File: src/rtl/slink_pwr_seq.sv
// slink_pwr_seq: serial link power/isolation sequencer (clock -> reset -> isolation ordering).
// Optional isolation-wait timeout enabled by `SLINK_PWR_SEQ_TIMEOUT_EN.
module slink_pwr_seq #(
  parameter int unsigned NumIso        = 2,
  parameter int unsigned SettleCycles  = 8,
  parameter int unsigned TimeoutCycles = 1024
) (
  input  logic              clk_i,
  input  logic              rst_ni,
  input  logic              up_req_i,
  input  logic [NumIso-1:0] isolated_i,
  input  logic              clr_timeout_i,
  output logic [NumIso-1:0] isolate_o,
  output logic              clk_ena_o,
  output logic              reset_no,
  output logic              busy_o,
  output logic [2:0]        state_o,
  output logic              timeout_o
);
  localparam int unsigned MaxCnt = SettleCycles > TimeoutCycles ? SettleCycles : TimeoutCycles;
  localparam int unsigned CntW   = $clog2(MaxCnt + 1);

  typedef enum logic [2:0] {
    OFF        = 3'd0,
    CLK_ON     = 3'd1,
    RST_REL    = 3'd2,
    DEISO      = 3'd3,
    ON         = 3'd4,
    ISO        = 3'd5,
    RST_ASSERT = 3'd6
  } state_e;

  state_e          state_q, state_d;
  logic [CntW-1:0] cnt_q, cnt_d;
  logic            iso_q, iso_d, clk_ena_q, clk_ena_d, rst_n_q, rst_n_d;
  logic            busy_q, busy_d, timeout_q, timeout_d;
  logic            settled, all_iso, none_iso, to_hit, to_set;

  assign settled  = cnt_q == CntW'(SettleCycles - 1);
  assign all_iso  = &isolated_i;
  assign none_iso = ~|isolated_i;
`ifdef SLINK_PWR_SEQ_TIMEOUT_EN
  assign to_hit = cnt_q == CntW'(TimeoutCycles - 1);
`else
  assign to_hit = 1'b0;
`endif

  always_comb begin
    state_d = state_q;
    to_set  = 1'b0;
    case (state_q)
      OFF:        state_d = up_req_i ? CLK_ON : OFF;
      CLK_ON:     state_d = settled ? RST_REL : CLK_ON;
      RST_REL:    state_d = settled ? DEISO : RST_REL;
      DEISO: begin
        state_d = (none_iso || to_hit) ? ON : DEISO;
        to_set  = !none_iso && to_hit;
      end
      ON:         state_d = up_req_i ? ON : ISO;
      ISO: begin
        state_d = (all_iso || to_hit) ? RST_ASSERT : ISO;
        to_set  = !all_iso && to_hit;
      end
      RST_ASSERT: state_d = settled ? OFF : RST_ASSERT;
      default:    state_d = OFF;
    endcase
    cnt_d     = (state_d != state_q) ? '0 : (&cnt_q ? cnt_q : cnt_q + 1'b1);
    timeout_d = to_set | (timeout_q & ~clr_timeout_i);
    iso_d     = !(state_d inside {DEISO, ON});
    clk_ena_d = state_d != OFF;
    rst_n_d   = state_d inside {RST_REL, DEISO, ON, ISO};
    busy_d    = !(state_d inside {OFF, ON});
  end

  always_ff @(posedge clk_i or negedge rst_ni) begin
    if (!rst_ni) begin
      state_q   <= OFF;
      cnt_q     <= '0;
      iso_q     <= 1'b1;
      clk_ena_q <= 1'b0;
      rst_n_q   <= 1'b0;
      busy_q    <= 1'b0;
      timeout_q <= 1'b0;
    end else begin
      state_q   <= state_d;
      cnt_q     <= cnt_d;
      iso_q     <= iso_d;
      clk_ena_q <= clk_ena_d;
      rst_n_q   <= rst_n_d;
      busy_q    <= busy_d;
      timeout_q <= timeout_d;
    end
  end

  assign isolate_o = {NumIso{iso_q}};
  assign clk_ena_o = clk_ena_q;
  assign reset_no  = rst_n_q;
  assign busy_o    = busy_q;
  assign state_o   = state_q;
  assign timeout_o = timeout_q;
endmodule

File: config.mk
export PLATFORM = sky130hd
export DESIGN_NAME = slink_pwr_seq
export DESIGN_NICKNAME = d
export VERILOG_FILES = /design/src/rtl/slink_pwr_seq.sv
export SDC_FILE = /design/constraint.sdc
export NUM_CORES = 1
export LEC_CHECK = 0
export CORE_AREA = 2 2 61 63
export DETAILED_ROUTE_END_ITERATION = 8
export DIE_AREA = 0 0 63 65
export GPL_TIMING_DRIVEN = 0
export PLACE_DENSITY = 0.62
export SLEW_MARGIN = 20
export SYNTH_ARGS = -nofsm -noshare
export SYNTH_HDL_FRONTEND = slang
export SYNTH_SLANG_ARGS = --single-unit
File: constraint.sdc
create_clock -name clk_i -period 3.96 [get_ports clk_i]
set_input_delay 0.594 -clock clk_i [delete_from_list [all_inputs] [get_ports clk_i]]
set_output_delay 0.594 -clock clk_i [all_outputs]
set_load 0.02 [all_outputs]
; Word-level counts from Yosys, hierarchy flattened
; Index checks and enable logic that the tools add are counted.
; W data, S select, Z words.
[classes]
n_addsub = 1
eq_ne = 13
mux = 10
n_bitwise = 2
n_reduce_logical = 11
[ops]
columns = operator, count
row1 = $mux W11, 2
row2 = $pmux W3 S7, 1
row3 = $eq A3 B3 Y1 const B, 5
row4 = $eq A3 B2 Y1 const B, 4
row5 = $add A11 B1 Y11 const B, 1
row6 = $eq A11 B3 Y1 const B, 1
row7 = $reduce_and A11 Y1, 1
row8 = $logic_not A3 Y1, 2
row9 = $mux W3, 2
row10 = $mux W2, 2
row11 = $reduce_bool A2 Y1, 2
row12 = $reduce_bool A4 Y1, 1
row13 = $eq A3 B1 Y1 const B, 1
row14 = $mux W1, 3
row15 = $ne A3 B3 Y1, 1
row16 = $reduce_bool A3 Y1, 1
row17 = $logic_not A1 Y1, 2
row18 = $ne A2 B2 Y1 const B, 1
row19 = $reduce_and A2 Y1, 1
row20 = $reduce_or A2 Y1, 1
row21 = $and A1 B1 Y1, 1
row22 = $not A1 Y1, 1
[totals]
ff_bits = 19
output_inout_bits = 9

; Longest topological paths before layout
; Gate-level depths: netlist of run 1.
[logic_depth]
ltp_word = 6
ltp_mapped = 7
ltp_nobuf = 7

; Worst setup path before layout of run 1
; OpenSTA, ideal clock, no wires.
[synth_timing]
path_type = register to register
from = register cnt_q[5]
to = register rst_n_q (netlist: reset_no)
arrival_time_ns = 2.054
required_ns = 3.836
setup_slack_ns = 1.782
path_stages_with_launch = 6
n_path_buf = 0
synth_period_minus_slack_ns = 2.178
cell_sequence = dfrtp_1 -> or4_4 -> or4_4 -> and3_4 -> o31a_1 -> or2_1
[synth_between]
elab_chain_len = 5
[synth_rtl]
columns = element, line
row1 = "start, declared", 34  ; logic [CntW-1:0] cnt_q, cnt_d;
row2 = "start signal, assigned", 86  ; cnt_q <= cnt_d;
row3 = $eq A11 B3 Y1 *, 39  ; assign settled = cnt_q == CntW'(SettleCycles - 1);
row4 = "$mux W1, or another cell as far along", 54  ; RST_REL: state_d = settled ? DEISO : RST_REL;
row5 = $pmux W3 S7 *, 51  ; case (state_q)
row6 = $eq A3 B2 Y1 or $eq A3 B3 Y1 (tied branches), 71  ; rst_n_d = state_d inside {RST_REL, DEISO, ON, ISO};
row7 = $reduce_bool A4 Y1 *, 71
row8 = via rst_n_d, 35  ; logic iso_q, iso_d, clk_ena_q, clk_ena_d, rst_n_q, rst_n_d;
row9 = "end signal, assigned", 89  ; rst_n_q <= rst_n_d;
row10 = "end, declared", 35
; The timed path passes the listed nets; every way through them passes the cells marked *.
; A chain may end at the register's enable or synchronous reset.

; Worst setup path in the final report of run 1
; Ends and elaborated chain as after synthesis.

==> results.cfg, run 1 <==
[min_path]
hp-class = reg2reg
hold-path-endpoint = timeout_o$_DFF_PN0_
min_path_cells = 1
hold_start = timeout_o$_DFF_PN0_

[logic_synthesis]
synth_simple_gate_area_frac = 0.291
synth_commonest_cells = dfrtp_1, nor2_1, nand2_1
synth_seq_cells = 19
synthesis.area_um2 = 1120
muxShareOfSynthArea = 0.0358
syn_inst = 115
synth_top_family_by_area = simple AND/OR/NAND/NOR gates
synth_edf_count = 0
synthTopCellsByArea = dfrtp_1, nor2_1, mux2i_1
synth.net_count = 122
async_reset_ff_frac = 1.00
yosys.area.top_type_share = 0.402
ys_seq_area_frac = 0.426
yosys_most_used_dff = dfrtp_1
yosys_warnings = 0
avgSynthCellArea_um2 = 9.74
yosys.area_share.adder = 0.0112
synth_cell_type_count = 41
yosysTopAreaCell = dfrtp_1
synth.most_common_cell = dfrtp_1
synth_xor_area_frac = 0.0469
synth_compound_area_frac = 0.143

[sta]
rsz0062_at_grt = false
slew_viol_final = 0
setup_viol = 0
relSlewSlack = 0.444
hold_violations = 0
fin_skew_ns = 0.00882
timing.final.crit_share = 0.577
finalWorstSetupSlack_ns = 1.67
fmax_ghz = 0.438
tightest_slew_ns = 0.831
setup_tns_ns = 0
fin_crit_ns = 2.29

[clock_tree]
clkLatencyLatePin_ns = 0.30
clock-sinks = 19
cts_tree = yes
post_cts_buffers = 0
cts_buffers = 3
htree_num_levels = 1
hold_buffers = 0
max-clock-path-buffers = 2
post_cts_resize_count = 0
path_clk_slew_ns = 0.11
root_buffer = clkbuf_4

[pwr]
power_frac_comb = 0.552
pwr-share-clk = 0.112
powerDensity_nw_per_um2 = 653
swShare = 0.418
leakage_nw = 0.556
seqPwrFrac = 0.337
peakVddDrop_v = 0.000219
p_sw_mw = 0.368
internal_power_mw = 0.512

[routing]
avgRoutedWirePerCell_um = 12.1
ant_nets = 0
drt_iter0_drc = 60
dr.pass1.iters = 4
vias = 912
wl_um = 2180
drc = 0
drt-vias-per-instance = 5.04

[floorplanning]
chipWidth_um = 63
ios = 15
start_util = 0.320
die_y_um = 65
die_area_um2 = 4100
core_area_um2 = 3500
fp-row-count = 22

[critical_path]
critPathLaunchType = flop
path_class = reg2reg
r2r_cells = 5
timing.rr.end = reset_no$_DFF_PN0_
crit_arrival_ns = 2.48
cp_common_cell = or4_4
r2r_slack_ns = 1.67
cp-end-kind = flop
slowest_stage = or4_4
worst-path-max-fanout = 6
max_stage_delay_ns = 0.56
worstReg2RegStart = cnt_q[5]$_DFFE_PN0P_
path_cells = or4_4 > or4_4 > a311oi_4 > nor4_1 > or2_1
critical_path_required_ns = 4.16

[status]
run_status = finished clean

[grt]
grtUsageMet2 = 0.209
grt_first_pass_wirelength_um = 3800
grt_max_degree = 20
antenna_found_initial = 0
met1_usage = 0.133
grt_busiest_layer = met2
use_met3 = 0.0347
grt.total_usage = 0.117
overflow = 0
grt_pass1_vias = 894

[finish]
num-nets-final = 141
drive_gt1_frac = 0.135
syn_to_final_growth_pct = 20.2
antenna_cells = 0

[flow_run]
max_cap_violations = 0

[placed_design]
dp_slack_ns = 1.43
portBuffers = 14
place_congestion = 0.866
dp_hpwl_um = 1590
-- flip-flops by register name, summed over array words and instances (netlist names) --
signal,count
cnt_q,11
reset_no,1
busy_o,1
clk_ena_o,1
timeout_o,1
iso_q,1
state_o,3
-- power groups by stage --
stage               Clock (mW)  Combinational (mW)  Sequential, mW
global route             0.114               0.533           0.303
CTS                      0.104               0.491           0.295
detailed placement           0               0.489           0.300
floorplan                    0               0.309           0.327
finish                  0.0982               0.485           0.296
global placement             0               0.483           0.296
-- how the worst max path moves through the flow --
stage | from | end | cells after the start
2_1_floorplan | cnt_q[5]$_DFFE_PN0P_ | reset_no$_DFF_PN0_ | 5
3_3_place_gp | isolated_i[0] | cnt_q[4]$_DFFE_PN0P_ | 7
3_5_place_dp | isolated_i[0] | cnt_q[4]$_DFFE_PN0P_ | 7
4_1_cts | cnt_q[5]$_DFFE_PN0P_ | reset_no$_DFF_PN0_ | 5
5_1_grt | cnt_q[1]$_DFFE_PN0P_ | clk_ena_o$_DFF_PN0_ | 6
6_report | cnt_q[5]$_DFFE_PN0P_ | reset_no$_DFF_PN0_ | 5
-- cells in the final DEF, fill, tap and decap left out, drive strengths merged, types with 3 or more instances in the layout --
cell / n
clkbuf: 4
xnor2: 4
a31oi: 3
buf: 5
nand4: 4
nor2: 15
clkdlybuf4s50: 14
nor3b: 3
o21ai: 4
nand3: 4
mux2i: 4
nand2: 8
nor3: 3
dfrtp: 18
inv: 6
-- per-layer routing --
| layer | vias to the layer above | share of wire |
|---|---|---|
| met5 | - | 0 |
| met4 | 0 | 0.011 |
| met3 | 5 | 0.038 |
| met2 | 20 | 0.48 |
| met1 | 437 | 0.47 |
| li1 | 450 | - |
-- critical path, delay by kind of cell (launching register included) --
kind	cells	cell delay, ns
simple gates	4	1.36
flops	1	0.44
compound gates	1	0.38
-- stage by stage --
step                hold slack (ns)  utilization  std cells  power [mW]  cell area, um^2
detailed placement            0.529        0.378        177       0.789             1320
global placement              0.483        0.378        177       0.779             1320
finish                        0.547        0.385        181       0.880             1350
CTS                           0.552        0.385        181       0.890             1350
global route                  0.579        0.385        181       0.951             1350
floorplan                     0.298            -        115       0.636             1120
-- cells by family after synthesis --
| group | after synthesis |
|---|---|
| fa+ha+maj | 1 |
| buf+inv | 11 |
| xor+xnor | 6 |
| compound gates | 20 |
| flops | 19 |
| mux | 4 |
| simple gates | 54 |
-- final cells by class --
cell class	count	area [um^2]
Buffer	5	30.0
Inverter	6	22.5
Timing Repair Buffer	14	140
Clock buffer	4	26.3
Fill cell	360	2150
Tap cell	48	60.1
Sequential cell	19	477
Multi-Input combinational cell	85	591
No activity file was read; power rests on OpenSTA's default activity.
==> run 2: changes to the inputs <==
==> constraint.sdc (replaced) <==
create_clock -name clk_i -period 2.2 [get_ports clk_i]
set_input_delay 0.33 -clock clk_i [delete_from_list [all_inputs] [get_ports clk_i]]
set_output_delay 0.33 -clock clk_i [all_outputs]
set_load 0.02 [all_outputs]
==> run 2 against run 1 <==
- flip-flop and latch count did not move
- register-to-register slack got worse by 1.7 ns
- critical path type unchanged
- clock skew rose by 0.0023 ns
- the flow now finishes with violations (negative setup slack)
- largest power group unchanged
- first-iteration DRC count rose by 22%
- critical path depth did not move
- final cell count rose by 2.2%
==> results.cfg, run 2 (synthesis gave the netlist of run 1 again) <==
[finish]
largest_reg_flops = 11
final_cell_mix = dfrtp_1, nor2_1, clkdlybuf4s50_1
fillers = 354
multi_input_area_um2 = 611
antenna_cells = 0
regMostFlops = cnt_q
layout_commonest_cell = dfrtp_1
stdcell_count = 185
num-nets-final = 145
final_area_um2 = 1400
seqCellArea_um2 = 477
drive_gt1_frac = 0.190
syn_to_final_growth_pct = 24.9

[routing]
ant_nets = 0
drt-vias-per-instance = 5.12
drt_iter0_drc = 73
drc = 0
vias = 948
dr.pass1.iters = 4
wl_um = 2270
avgRoutedWirePerCell_um = 12.2

[critical_path]
worst-path-max-fanout = 4
worstReg2RegStart = cnt_q[6]$_DFFE_PN0P_
critPathLaunchType = flop
crit_start = cnt_q[6]$_DFFE_PN0P_
cp-end-kind = flop
critical_path_required_ns = 2.40
path_class = reg2reg
crit_arrival_ns = 2.43

[sta]
slew_viol_final = 0
timing.final.crit_share = 1.01
finalWorstSetupSlack_ns = -0.0244
tightest_slew_ns = 0.836
fin_skew_ns = 0.0111
rsz0062_at_grt = true
fin_crit_ns = 2.22
fmax_ghz = 0.450
hold_violations = 0
setup_viol = 10
relSlewSlack = 0.441

[pwr]
peakVddDrop_v = 0.000452
leakage_nw = 0.577
powerDensity_nw_per_um2 = 1160

[clock_tree]
cts_buffers = 3
cts_tree = yes
max-clock-path-buffers = 2
root_buffer = clkbuf_4
clock-sinks = 19
htree_num_levels = 1
clkLatencyLatePin_ns = 0.30
path_clk_slew_ns = 0.11

[status]
violations = negative setup slack
run_status = finished with violations

[placed_design]
dpl_cell_area_um2 = 1320
portBuffers = 14
dp.cells = 177
dp_hpwl_um = 1590
place_congestion = 0.866

[grt]
grt.total_usage = 0.119
overflow = 0
grt_first_pass_wirelength_um = 3860
grt_pass1_vias = 913
grt_max_degree = 20
antenna_found_initial = 0

[floorplanning]
die_area_um2 = 4100
start_util = 0.320
chipWidth_um = 63
ios = 15
die_y_um = 65
fp-row-count = 22
core_area_um2 = 3500

[min_path]
hp-class = in2async

[flow_run]
max_cap_violations = 0
==> run 2: per-stage QoR <==
step           power, mW  setup WS (ns)  TNS [ns]  utilization  hold slack [ns]
4_1_cts             1.61        -0.0135   -0.0135        0.392            0.523
3_3_place_gp        1.40        -0.0779    -0.298        0.378            0.483
6_report            1.62        -0.0244   -0.0832        0.400            0.496
2_1_floorplan       1.14         0.0216         0            -           0.0344
5_1_grt             1.75        -0.0784    -0.705        0.400            0.535
3_5_place_dp        1.42        -0.0772    -0.822        0.378            0.529
==> run 2: layer usage <==
| layer | vias up | wire length, um | GRT usage |
|---|---|---|---|
| met1 | 449 | 1020 | 0.133 |
| met2 | 32 | 1120 | 0.215 |
| met4 | 0 | 23 | 0.0417 |
| li1 | 462 | - | - |
| met3 | 5 | 104 | 0.0347 |
| met5 | - | 0 | 0 |
==> run 2: final timing paths <==
path / to / slack, ns / cells after the start
min in group clk_i: timeout_o$_DFF_PN0_ / 0.55 / 1
max reg2reg: reset_no$_DFF_PN0_ / -0.02 / 5
min: cnt_q[2]$_DFFE_PN0P_ / 0.50 / 1
min reg2reg: timeout_o$_DFF_PN0_ / 0.55 / 1
max: reset_no$_DFF_PN0_ / -0.02 / 5
max in group asynchronous: cnt_q[10]$_DFFE_PN0P_ / 1.18 / 1
==> run 2: cell type report <==
type                            instances  area share
Sequential cell                        19       0.341
Buffer                                  5      0.0233
Inverter                                6      0.0161
Tap cell                               48      0.0429
Multi-Input combinational cell         85       0.436
Clock buffer                            4      0.0188
Timing Repair Buffer                   18       0.122
==> run 2: power breakdown <==
part           switching, mW  internal [mW]
clock network          0.107         0.0707
registers             0.0897          0.448
logic                  0.482          0.427
total                  0.679          0.946
==> run 2: what timing repair did <==
item                                    4_1_cts  5_1_grt
pin swaps                                     2        0
hold endpoints to repair                      0        0
endpoints found under the setup margin       15       15
resized for setup                             1        5
hold buffers                                  0        0
buffers inserted                              3        1
==> run 2: critical path, cell delays in order, from the launching register on <==
cell and delay [ns]:
dfrtp_1 0.40, or4_4 0.54, or4_4 0.48, and3_4 0.21, o31a_1 0.29, or2_1 0.21
==> run 3: changes to the inputs <==
--- a/config.mk
+++ b/config.mk
@@ -5,6 +5,7 @@
 export SDC_FILE = /design/constraint.sdc
 export NUM_CORES = 1
 export LEC_CHECK = 0
+export ABC_AREA = 0
 export CORE_AREA = 2 2 61 63
 export DETAILED_ROUTE_END_ITERATION = 8
 export DIE_AREA = 0 0 63 65
==> results of run 3 <==
The final DEF is identical to that of run 2; final timing and power are the same.
